### config.mk
export PLATFORM = sky130hd
export DESIGN_NAME = sound_length_timer
export DESIGN_NICKNAME = d
export VERILOG_FILES = /design/src/rtl/sound_pkg.sv /design/src/rtl/sound_length_timer.sv
export SDC_FILE = /design/constraint.sdc
export NUM_CORES = 1
export LEC_CHECK = 0
export ABC_AREA = 1
export BUFFER_PORTS_ARGS = -buffer_cell sky130_fd_sc_hd__buf_4
export CAP_MARGIN = 20
export CORE_AREA = 2 2 52 54
export CTS_CLUSTER_DIAMETER = 80
export DETAILED_ROUTE_END_ITERATION = 8
export DIE_AREA = 0 0 54 56
export PLACE_DENSITY = 0.75
export SKIP_CTS_REPAIR_TIMING = 1
export SLEW_MARGIN = 10
export SYNTH_ARGS = -nofsm -noshare
export SYNTH_HDL_FRONTEND = slang
export SYNTH_SLANG_ARGS = --single-unit
### constraint.sdc
create_clock -name clk -period 2.36 [get_ports clk]
set_input_delay 0.354 -clock clk [delete_from_list [all_inputs] [get_ports clk]]
set_output_delay 0.354 -clock clk [all_outputs]
set_load 0.1 [all_outputs]
### src/rtl/sound_pkg.sv
// sound_pkg: shared APU channel constants (length-field widths, NRx4 bit positions).
package sound_pkg;
   localparam int WIDTH_SQ    = 6;
   localparam int WIDTH_WAVE  = 8;
   localparam int WIDTH_NOISE = 6;
   localparam int LEN_EN_BIT  = 6;
   localparam int TRIG_BIT    = 7;
endpackage

### src/rtl/sound_length_timer.sv
// sound_length_timer: per-channel APU length counter with NRx1/NRx4 write semantics,
// DMG/CGB extra-clock and trigger-reload quirks, and DAC-off kill.
module sound_length_timer
   import sound_pkg::*;
#(
   parameter int WIDTH        = WIDTH_SQ,
   parameter bit EXTRA_CLK_EN = 1'b1
) (
   input  logic             clk,
   input  logic             rst,
   input  logic             tick_len,
   input  logic             len_phase,
   input  logic             len_wr,
   input  logic [WIDTH-1:0] len_data,
   input  logic             ctrl_wr,
   input  logic             ctrl_len_en,
   input  logic             ctrl_trigger,
   input  logic             dac_en,
   output logic             enable,
   output logic [WIDTH:0]   length_left
);
   localparam logic [WIDTH:0] MAX = {1'b1, {WIDTH{1'b0}}};
   localparam logic [WIDTH:0] ONE = {{WIDTH{1'b0}}, 1'b1};
   logic [WIDTH:0] cnt, cnt_nx;
   logic           len_en, len_en_nx, enable_nx;
   // Each step sees the result of the one before it; later steps win.
   always_comb begin
      cnt_nx    = cnt;
      enable_nx = enable;
      len_en_nx = len_en;
      if (tick_len && len_en && cnt_nx != '0) begin
         cnt_nx = cnt_nx - ONE;
         if (cnt_nx == '0) enable_nx = 1'b0;
      end
      if (len_wr) cnt_nx = MAX - {1'b0, len_data};
      if (ctrl_wr) len_en_nx = ctrl_len_en;
      // Enabling length during a non-clocking phase steals one count immediately.
      if (EXTRA_CLK_EN && ctrl_wr && !len_en && ctrl_len_en && len_phase && cnt_nx != '0) begin
         cnt_nx = cnt_nx - ONE;
         if (cnt_nx == '0 && !ctrl_trigger) enable_nx = 1'b0;
      end
      if (ctrl_wr && ctrl_trigger) begin
         enable_nx = dac_en;
         if (cnt_nx == '0) cnt_nx = (EXTRA_CLK_EN && ctrl_len_en && len_phase) ? MAX - ONE : MAX;
      end
      if (!dac_en) enable_nx = 1'b0;
   end
   always_ff @(posedge clk or posedge rst) begin
      if (rst) begin
         cnt    <= '0;
         len_en <= 1'b0;
         enable <= 1'b0;
      end else begin
         cnt    <= cnt_nx;
         len_en <= len_en_nx;
         enable <= enable_nx;
      end
   end
   assign length_left = cnt;
endmodule

==> results of run 1 <==
sequential cells by signal, summed over array words and instances (netlist names):
name         count
length_left      7
enable           1
len_en           1
per-stage QoR:
stage          instance area, sq um  power (mW)
2_1_floorplan                  1250       0.590
3_3_place_gp                   1670       0.791
3_5_place_dp                   1670       0.796
4_1_cts                        1700       0.911
5_1_grt                        1830        1.02
6_report                       1830       0.952
worst min-delay path by stage:
| stage | end | cells past startpoint |
|---|---|---|
| floorplan | enable | 1 |
| global placement | length_left[1] | 2 |
| detailed placement | length_left[1] | 2 |
| CTS | length_left[0] | 2 |
| global route | length_left[0] | 2 |
| finish | length_left[1] | 2 |
Yosys cell counts:
library cell,n,share of area
inv_1,27,0.085
dfrtp_1,9,0.19
nand3_1,24,0.10
nor3_1,2,0.0084
nor2_1,15,0.047
ha_1,6,0.063
nor4_1,1,0.0052
nand3_2,1,0.0084
nand2_1,79,0.25
nand4_1,4,0.021
inv_2,4,0.013
o21ai_2,1,0.0073
o21ai_1,3,0.013
nand3b_1,1,0.0063
o21ai_0,3,0.013
nor2_4,4,0.038
nand2_4,2,0.019
nand3_4,2,0.029
or2_2,1,0.0052
a21boi_0,2,0.013
nor2_2,4,0.021
nand2_2,5,0.026
a21oi_1,3,0.013
xnor2_1,1,0.0073
buf_2,1,0.0042
layout by cell type, fill, tap and decap left out, types with 2 or more instances in the layout:
cell type	netlist	routed
nand3_4	2	3
nand2_2	5	12
nand3_2	1	5
o21ai_0	3	3
nand2_4	2	3
ha_4	0	2
a21oi_1	3	2
ha_1	6	3
inv_2	4	5
buf_4	0	56
a21boi_0	2	2
nor2_4	4	6
nand2_1	79	71
nor3_1	2	2
nand4_1	4	4
dfrtp_4	0	2
clkbuf_4	0	3
nand3_1	24	19
inv_4	0	2
o21ai_2	1	2
nor2_2	4	3
dfrtp_1	9	2
inv_1	27	24
dfrtp_2	0	5
nor2_1	15	14
cells by family (layout without fill, tap and decap cells):
| kind of cell | after synthesis | after routing |
|---|---|---|
| adders and majority gates | 6 | 6 |
| xor gates and xnor gates | 1 | 1 |
| and+or+nand+nor | 145 | 145 |
| DFF | 9 | 9 |
| AOI/OAI and AO/OA | 12 | 12 |
| buffers and inverters | 32 | 92 |
layout make-up:
| cell class | count | area, sq um | area share |
|---|---|---|---|
| clock buffer | 4 | 26.3 | 0.0144 |
| inverter | 31 | 121 | 0.0663 |
| multi-input combinational | 164 | 973 | 0.532 |
| sequential | 9 | 239 | 0.131 |
| tap | 30 | 37.5 | 0.0205 |
| timing repair buffer | 57 | 432 | 0.236 |
layer usage:
layer | wire length [microns] | GRT usage | vias to the layer above
met2 | 1590 | 0.375 | 27
met4 | 17 | 0.0214 | 0
met1 | 1510 | 0.289 | 645
met5 | 0 | 0 | -
li1 | - | - | 763
met3 | 127 | 0.0403 | 4
power by group:
group / switching (mW) / total [mW] / internal [mW] / leakage (nW)
combinational: 0.399 / 0.631 / 0.232 / 0.868
sequential: 0.0276 / 0.208 / 0.181 / 0.100
clock: 0.0484 / 0.113 / 0.0648 / 0.0150
total: 0.475 / 0.952 / 0.478 / 0.983
==> results.md, run 1 <==
* Status: finished, violations left
* Failing checks: setup timing
* Main combinational cell family by area after synthesis: simple AND/OR/NAND/NOR gates
* Number of detailed-route iterations in the first pass at 4
* PD cells at between 500 and 600 nW/um^2
* Worst Setup SP: length_left[1]
* First-pass GRT wire length at slightly above 5000 microns
* H-Tree Depth at 1
* Min cycle time layout at between 2 and 3 ns
* Starting Density at 0.492
* Syn Area/Cell at around 5.8 sq um
* 1st-iter DRT viols at 24
* Seq cells post-synth at 9
* Vias/cell at roughly 5
* Largest net degree at the start of global routing at 11
* Worst slew pin tran at approximately 0.32 ns
* Die width at 54 microns
* Final WS setup at -0.201 ns
* Initial antenna violation count at 0
* Syn nets at roughly 230
* Area Overhead vs Synth at 52.9%
* Fin. max-slew vios at 0
* Post-place setup slack at -0.141 ns
* Max incr delay on CP at 0.49 ns
* Arr. time, crit path at between 2 and 3 ns
* Io pins at 23
* Family with the most delay on the worst path: simple AND/OR/NAND/NOR gates
* Synth Area in Simple Gates at 0.583
* Nets at 287
* Crit path cell chain: inv_4 -> ha_4 -> inv_2 -> nor2_4 -> nand3_4 -> nand2_4 -> buf_4 -> nor2_1 -> o21ai_2 -> nor2_4 -> nand2_4 -> nand2_4 -> buf_6 -> buf_4 -> o21ai_4 -> nand2_2 -> nor2_4 -> nand3_4 -> nand2_2
* GR Overflow Total at 0
* Vias at approximately 1,400
* CP Buf/Inv Count at 5
* Max-Cap Viols at 0
* Worst Clk Skew at roughly 0.0057 ns
* Worst path slowest cell: dfrtp_4
* Worst reg2reg path depth at 19
* VDD IR max at about 730 uV
* Register area share after synthesis at 0.188
* Die footprint at 3020 sq um
* Core area at 2430 sq um
* Share of post-route cells with drive strength above 1 at 0.430
* Die Y at between 50 and 60 microns
* Yosys Warn Count at 0
* Antenna cells at 0
* Endpoints failing setup at 7
* Post-synthesis mux area share at 0
* Fmax at between 0.3 and 0.4 GHz
* Leak at 0.983 nW
* Post-synthesis cell count at 205
* WHS at 0.0443 ns
* Drt wl/cell at between 10 and 15 microns
* CP required at around 2.6 ns
* Total Wirelength at about 3200 microns
* Worst-skew pair later-pin latency at ~0.26 ns
* FP Rows at 18
* Startpoint class of the critical path: register
* DRC violations left at 0
* Clock root cell: clkbuf_4
* R2r setup slk at -0.20 ns
* Worst rel slew slack at 0.789
* Gr usage total at 0.219
* Hold crit path type: in2async
* DP Cell Count at approximately 290
* Critical R2R Launch: length_left[1]
* Non-Filler Instances at about 300
* CTS tree: done
* Number of global-route vias before repair at approximately 1,300
* Synth unique cells at 25
* Setup_tns at -1.26 ns
* XOR/XNOR Fraction of Synth Area at 0.00732
* Filler instances at just under 200
* Post-DP HPWL at 2630 microns
* Crit path to: length_left[4]
* Clock Tree Buf Depth at 2
* Clock sink count at 9
* RSZ-0062 raised after global routing: yes
* Routability cong. at 0.897
* Adder-Cell Fraction of Synth Area at 0.0628
* Compound-cell area share of the yosys netlist at 0.0575
* Routed Antenna Nets at 0
* Worst-path fanout max at 6
* Final hold viol count at 0
* Critical path type: reg2reg
* Reg-to-Reg End: length_left[4]
* Num CTS Buffers at 3
* Stages on worst setup path at 19
* Critical Path Sink Type: register
* Input/output buffers at 22
* Worst-path clk slew at about 0.060 ns
* Util after Layout at 0.752
* Fin crit share at 1.08
* Synth Cell Area at 1200 sq um
Note: power is estimated with default switching activity, not from simulation.
==> inputs of run 2 (changes only) <==
--- a/config.mk
+++ b/config.mk
@@ -9,6 +9,7 @@
 export BUFFER_PORTS_ARGS = -buffer_cell sky130_fd_sc_hd__buf_4
 export CAP_MARGIN = 20
 export CORE_AREA = 2 2 52 54
+export CTS_BUF_LIST = sky130_fd_sc_hd__clkbuf_2 sky130_fd_sc_hd__clkbuf_4 sky130_fd_sc_hd__clkbuf_8
 export CTS_CLUSTER_DIAMETER = 80
 export DETAILED_ROUTE_END_ITERATION = 8
 export DIE_AREA = 0 0 54 56
==> results.md, run 2 (synthesized netlist as in run 1, its figures left out) <==
* Post-place setup slack at -0.141 ns (unchanged)
* DRC violations left at 0 (unchanged)
* Area of the multi-input gates at 973 sq um (unchanged)
* Critical Path Sink Type: register
* GR Overflow Total at 0 (unchanged)
* Failing checks: setup timing
* Clock root cell: clkbuf_4
* Clock sink count at 9 (unchanged)
* Worst-path fanout max at 6 (unchanged)
* Number of detailed-route iterations in the first pass at 4 (unchanged)
* Die footprint at 3020 sq um (unchanged)
* Num CTS Buffers at 3 (unchanged)
* Number of global-route vias before repair at 1,282 (unchanged)
* Worst-path clk slew at 0.06 ns (about the same)
* Filler instances at 197 (-0.51%)
* Vias/cell at 4.88 (unchanged)
* Startpoint class of the critical path: register
* Crit path cell chain: inv_4 -> ha_4 -> inv_2 -> nor2_4 -> nand3_4 -> nand2_4 -> buf_4 -> nor2_1 -> o21ai_2 -> nor2_4 -> nand2_4 -> nand2_4 -> buf_6 -> buf_4 -> o21ai_4 -> nand2_2 -> nor2_4 -> nand3_4 -> nand2_2
* Die Y at 56 microns (unchanged)
* Final WS setup at -0.200 ns (+0.000594 ns)
* CTS tree: done
* Worst Clk Skew at 0.00517 ns (-0.000510 ns)
* Commonest non-fill, non-tap cell in the layout: nand2_1
* Endpoints failing setup at 7 (unchanged)
* Setup_tns at -1.26 ns (+0.00119 ns)
* H-Tree Depth at 1 (unchanged)
* Share of post-route cells with drive strength above 1 at 0.434 (+0.00377)
* Worst path slowest cell: dfrtp_4
* CP required at 2.55 ns (about the same)
* Routability cong. at 0.897 (unchanged)
* Die width at 54 microns (unchanged)
* Final hold viol count at 0 (unchanged)
* Worst rel slew slack at 0.789 (unchanged)
* Status: finished, violations left
* Area Overhead vs Synth at 53.2%
* Fin crit share at 1.08 (about the same)
* Family with the most delay on the worst path: simple AND/OR/NAND/NOR gates
* Max incr delay on CP at 0.49 ns (about the same)
* Post-Layout Inst Area at 1830 sq um (+0.21%)
* Worst-skew pair later-pin latency at 0.26 ns (about the same)
* Starting Density at 0.492 (unchanged)
* Routed Antenna Nets at 0 (unchanged)
* Antenna cells at 0 (unchanged)
* Clock Tree Buf Depth at 2 (unchanged)
* Largest net degree at the start of global routing at 11 (unchanged)
* Gr usage total at 0.219 (unchanged)
* Max-Cap Viols at 0 (unchanged)
* First-pass GRT wire length at 5070 microns (unchanged)
* CP Buf/Inv Count at 5 (unchanged)
* Fin. max-slew vios at 0 (unchanged)
* VDD IR max at 790 uV (+7.7%)
* Min cycle time layout at 2.56 ns (-0.000594 ns)
* Post-DP HPWL at 2630 microns (unchanged)
* Max reg flops at 7 (unchanged)
* PD cells at 526 nW/um^2 (+1.0%)
* Initial antenna violation count at 0 (unchanged)
* FF/Latch Area at 239 sq um (unchanged)
* Most frequent cells in the layout: 71 x nand2_1, 56 x buf_4, 24 x inv_1, 19 x nand3_1, 14 x nor2_1
* RSZ-0062 raised after global routing: yes
* Critical path type: reg2reg
* FP Rows at 18 (unchanged)
* Worst slew pin tran at 0.316 ns (unchanged)
* Total Wirelength at 3240 microns (about the same)
* Hold crit path type: in2async
* 1st-iter DRT viols at 24 (unchanged)
* Vias at 1,439 (unchanged)
* Nets at 287 (unchanged)
* Pwr Total at 0.964 mW (+1.2%)
* Drt wl/cell at 11.0 microns (about the same)
* Input/output buffers at 22 (unchanged)
* Core area at 2430 sq um (unchanged)
* Placed cell area at 1670 sq um (unchanged)
* Leak at 0.986 nW (+0.35%)
* WHS at 0.0443 ns (unchanged)
* Arr. time, crit path at 2.75 ns (about the same)
* Fmax at 0.391 GHz (about the same)
* Io pins at 23 (unchanged)
run 2: cell counts in the layout (fill, tap and decap cells not counted):
No cell type changed its count.
run 2: final timing paths:
path | slack (ns) | cells after the start | to | start
worst min-delay path | 0.04 | 2 | length_left[1] | rst
max in group asynchronous | 2.05 | 2 | length_left[0] | rst
worst max register to register | -0.20 | 19 | length_left[4] | length_left[1]
worst max-delay path | -0.20 | 19 | length_left[4] | length_left[1]
worst min register to register | 0.57 | 2 | len_en | len_en
min in group clk | 0.32 | 2 | len_en | ctrl_wr
run 2: cell type report:
type,instances,area share
clock buffers,4,0.0164
repair buffers,57,0.235
inverters,31,0.0662
well taps,30,0.0205
flip-flops and latches,9,0.130
multi-input cells,164,0.531
run 2: metal layers:
metal / part of all wire / up-vias / track usage
li1: - / 763 / -
met1: 0.47 / 645 / 0.289
met2: 0.49 / 27 / 0.375
met3: 0.039 / 4 / 0.0403
met4: 0.0052 / 0 / 0.0214
met5: 0 / - / 0
run 2: metrics by stage:
step                cells   util
floorplan             205      -
global placement      285  0.687
detailed placement    285  0.687
CTS                   289  0.699
global route          295  0.754
finish                295  0.754
run 2: report_power, final:
| part | internal, mW | total, mW | switching [mW] |
|---|---|---|---|
| registers | 0.181 | 0.208 | 0.0276 |
| logic | 0.232 | 0.631 | 0.399 |
| clock network | 0.0763 | 0.125 | 0.0487 |
| total | 0.489 | 0.964 | 0.475 |
==> inputs of run 3 (changes only) <==
--- a/config.mk
+++ b/config.mk
@@ -14,6 +14,7 @@
 export DETAILED_ROUTE_END_ITERATION = 8
 export DIE_AREA = 0 0 54 56
 export PLACE_DENSITY = 0.75
+export REMOVE_ABC_BUFFERS = 1
 export SKIP_CTS_REPAIR_TIMING = 1
 export SLEW_MARGIN = 10
 export SYNTH_ARGS = -nofsm -noshare
==> results.md, run 3 (synthesized netlist as in run 1, its figures left out) <==
* Fmax at 0.410 GHz (+4.9%)
* Startpoint class of the critical path: register
* Share of post-route cells with drive strength above 1 at 0.489 (+0.0548)
* Input/output buffers at 22 (unchanged)
* Failing checks: setup timing
* R2r setup slk at -0.08 ns (+0.12 ns)
* Clock root cell: clkbuf_4
* Worst-skew pair later-pin latency at 0.26 ns (about the same)
* Filler instances at 194 (-1.5%)
* Max-Cap Viols at 0 (unchanged)
* Post-place setup slack at -0.134 ns (+0.00734 ns)
* CTS tree: done
* Die footprint at 3020 sq um (unchanged)
* CP required at 2.56 ns (about the same)
* Commonest non-fill, non-tap cell in the layout: nand2_1
* Hold crit path type: in2async
* Pwr Total at 1.03 mW (+6.9%)
* Worst rel slew slack at 0.789 (about the same)
* Min cycle time layout at 2.44 ns (-0.120 ns)
* Critical Path Sink Type: register
* Most frequent cells in the layout: 55 x nand2_1, 54 x buf_4, 28 x nand2_2, 23 x inv_1, 17 x nand3_1
* Post-Layout Inst Area at 1910 sq um (+4.0%)
* Status: finished, violations left
* Worst-path fanout max at 7 (+1)
* RSZ-0062 raised after global routing: yes
* PD cells at 541 nW/um^2 (+2.8%)
* DRC violations left at 0 (unchanged)
* Routed Antenna Nets at 0 (unchanged)
* DP Cell Count at 282 (-1.1%)
* Arr. time, crit path at 2.64 ns (-0.11 ns)
* Io pins at 23 (unchanged)
* Endpoints failing setup at 7 (unchanged)
* Vias at 1,563 (+8.6%)
* Leak at 1.01 nW (+2.8%)
* Max reg flops at 7 (unchanged)
* Fin. max-slew vios at 0 (unchanged)
* Worst-path clk slew at 0.06 ns (about the same)
* Antenna cells at 0 (unchanged)
* Final hold viol count at 0 (unchanged)
* Core area at 2430 sq um (unchanged)
* FF/Latch Area at 225 sq um (-5.8%)
* Initial antenna violation count at 0 (unchanged)
* Area of the multi-input gates at 1050 sq um (+8.1%)
* Routability cong. at 0.925 (+3.2%)
* Final WS setup at -0.0801 ns (+0.120 ns)
* VDD IR max at 717 uV (-9.2%)
* Total Wirelength at 3870 microns (+19%)
* Area Overhead vs Synth at 59.3%
* Worst slew pin tran at 0.317 ns (+0.000429 ns)
* Non-Filler Instances at 296 (+0.34%)
* First-pass GRT wire length at 5020 microns (-1.1%)
* Gr usage total at 0.220 (+0.000883)
* Drt wl/cell at 13.1 microns (+19%)
* Reg-to-Reg End: length_left[0]
* Fin crit share at 1.03 (-0.0508)
* H-Tree Depth at 1 (unchanged)
* Number of detailed-route iterations in the first pass at 5 (+1)
* GR Overflow Total at 0 (unchanged)
* Clock Tree Buf Depth at 2 (unchanged)
* 1st-iter DRT viols at 39 (+63%)
* Post-DP HPWL at 2570 microns (-2.1%)
* Starting Density at 0.492 (unchanged)
* Largest net degree at the start of global routing at 11 (unchanged)
* Critical path type: reg2reg
* Number of global-route vias before repair at 1,314 (+2.5%)
* Die width at 54 microns (unchanged)
* Num CTS Buffers at 3 (unchanged)
* FP Rows at 18 (unchanged)
* Die Y at 56 microns (unchanged)
* Worst reg2reg path depth at 21 (+2)
* Vias/cell at 5.28 (+8.3%)
* Worst Clk Skew at 0.00293 ns (-0.00224 ns)
* Critical R2R Launch: length_left[1]
* Placed cell area at 1590 sq um (-4.9%)
* Clock sink count at 9 (unchanged)
* Nets at 288 (+0.35%)
==> run 3: cell count changes in the layout (fill, tap and decap cells not counted), sizes merged <==
cell | previous run | this run
nand2 | 86 | 87
==> run 3: how the worst max path moves through the flow <==
stage / start / end / slack, ns / cells past startpoint
after global routing: length_left[1] / length_left[0] / -0.25 / 21
after global placement: length_left[0] / length_left[1] / -0.09 / 19
after CTS: length_left[0] / length_left[1] / -0.15 / 19
after floorplan: length_left[0] / length_left[3] / -0.82 / 20
final: length_left[1] / length_left[0] / -0.08 / 21
after detailed placement: length_left[0] / length_left[1] / -0.13 / 19
==> run 3: stage by stage <==
step	TNS, ns	util	hold slack, ns
after floorplan	-6.40	-	0.182
after global placement	-0.548	0.653	0.330
after detailed placement	-0.872	0.653	0.334
after CTS	-0.956	0.666	0.0460
after global routing	-1.65	0.783	0.0554
final	-0.441	0.783	0.0459
==> run 3: layer usage <==
metal | GRT usage | routed length (microns) | up-vias
met4 | 0.100 | 156 | 0
met2 | 0.364 | 1990 | 67
met1 | 0.264 | 1550 | 706
li1 | - | - | 771
met3 | 0.0430 | 174 | 19
met5 | 0 | 0 | -
==> run 3: power breakdown <==
group          switching, mW  leakage, nW  internal [mW]
clock                 0.0504       0.0184         0.0764
sequential            0.0236        0.107          0.175
combinational          0.447        0.888          0.259
==> run 3: area by class of cell <==
cell class,count,area share
Clock buffer,4,0.0158
Timing Repair Buffer,57,0.230
Tap cell,30,0.0197
Multi-Input combinational cell,165,0.552
Sequential cell,9,0.118
Inverter,31,0.0637
==> run 3: critical path, cell delays in order (launching register included) <==
cell and delay [ns]:
dfrtp_1 0.39, inv_2 0.09, ha_4 0.13, inv_2 0.03, nor2_4 0.11, nand3_4 0.10
nand2_4 0.10, buf_6 0.13, inv_6 0.05, nand2_4 0.05, nand3_2 0.08, nand2_2 0.11
buf_6 0.12, buf_6 0.10, inv_1 0.04, nand2_2 0.08, nand2_2 0.07, o21ai_2 0.16
nand2_2 0.09, nor2_4 0.14, nand3_4 0.12, nand2_2 0.09
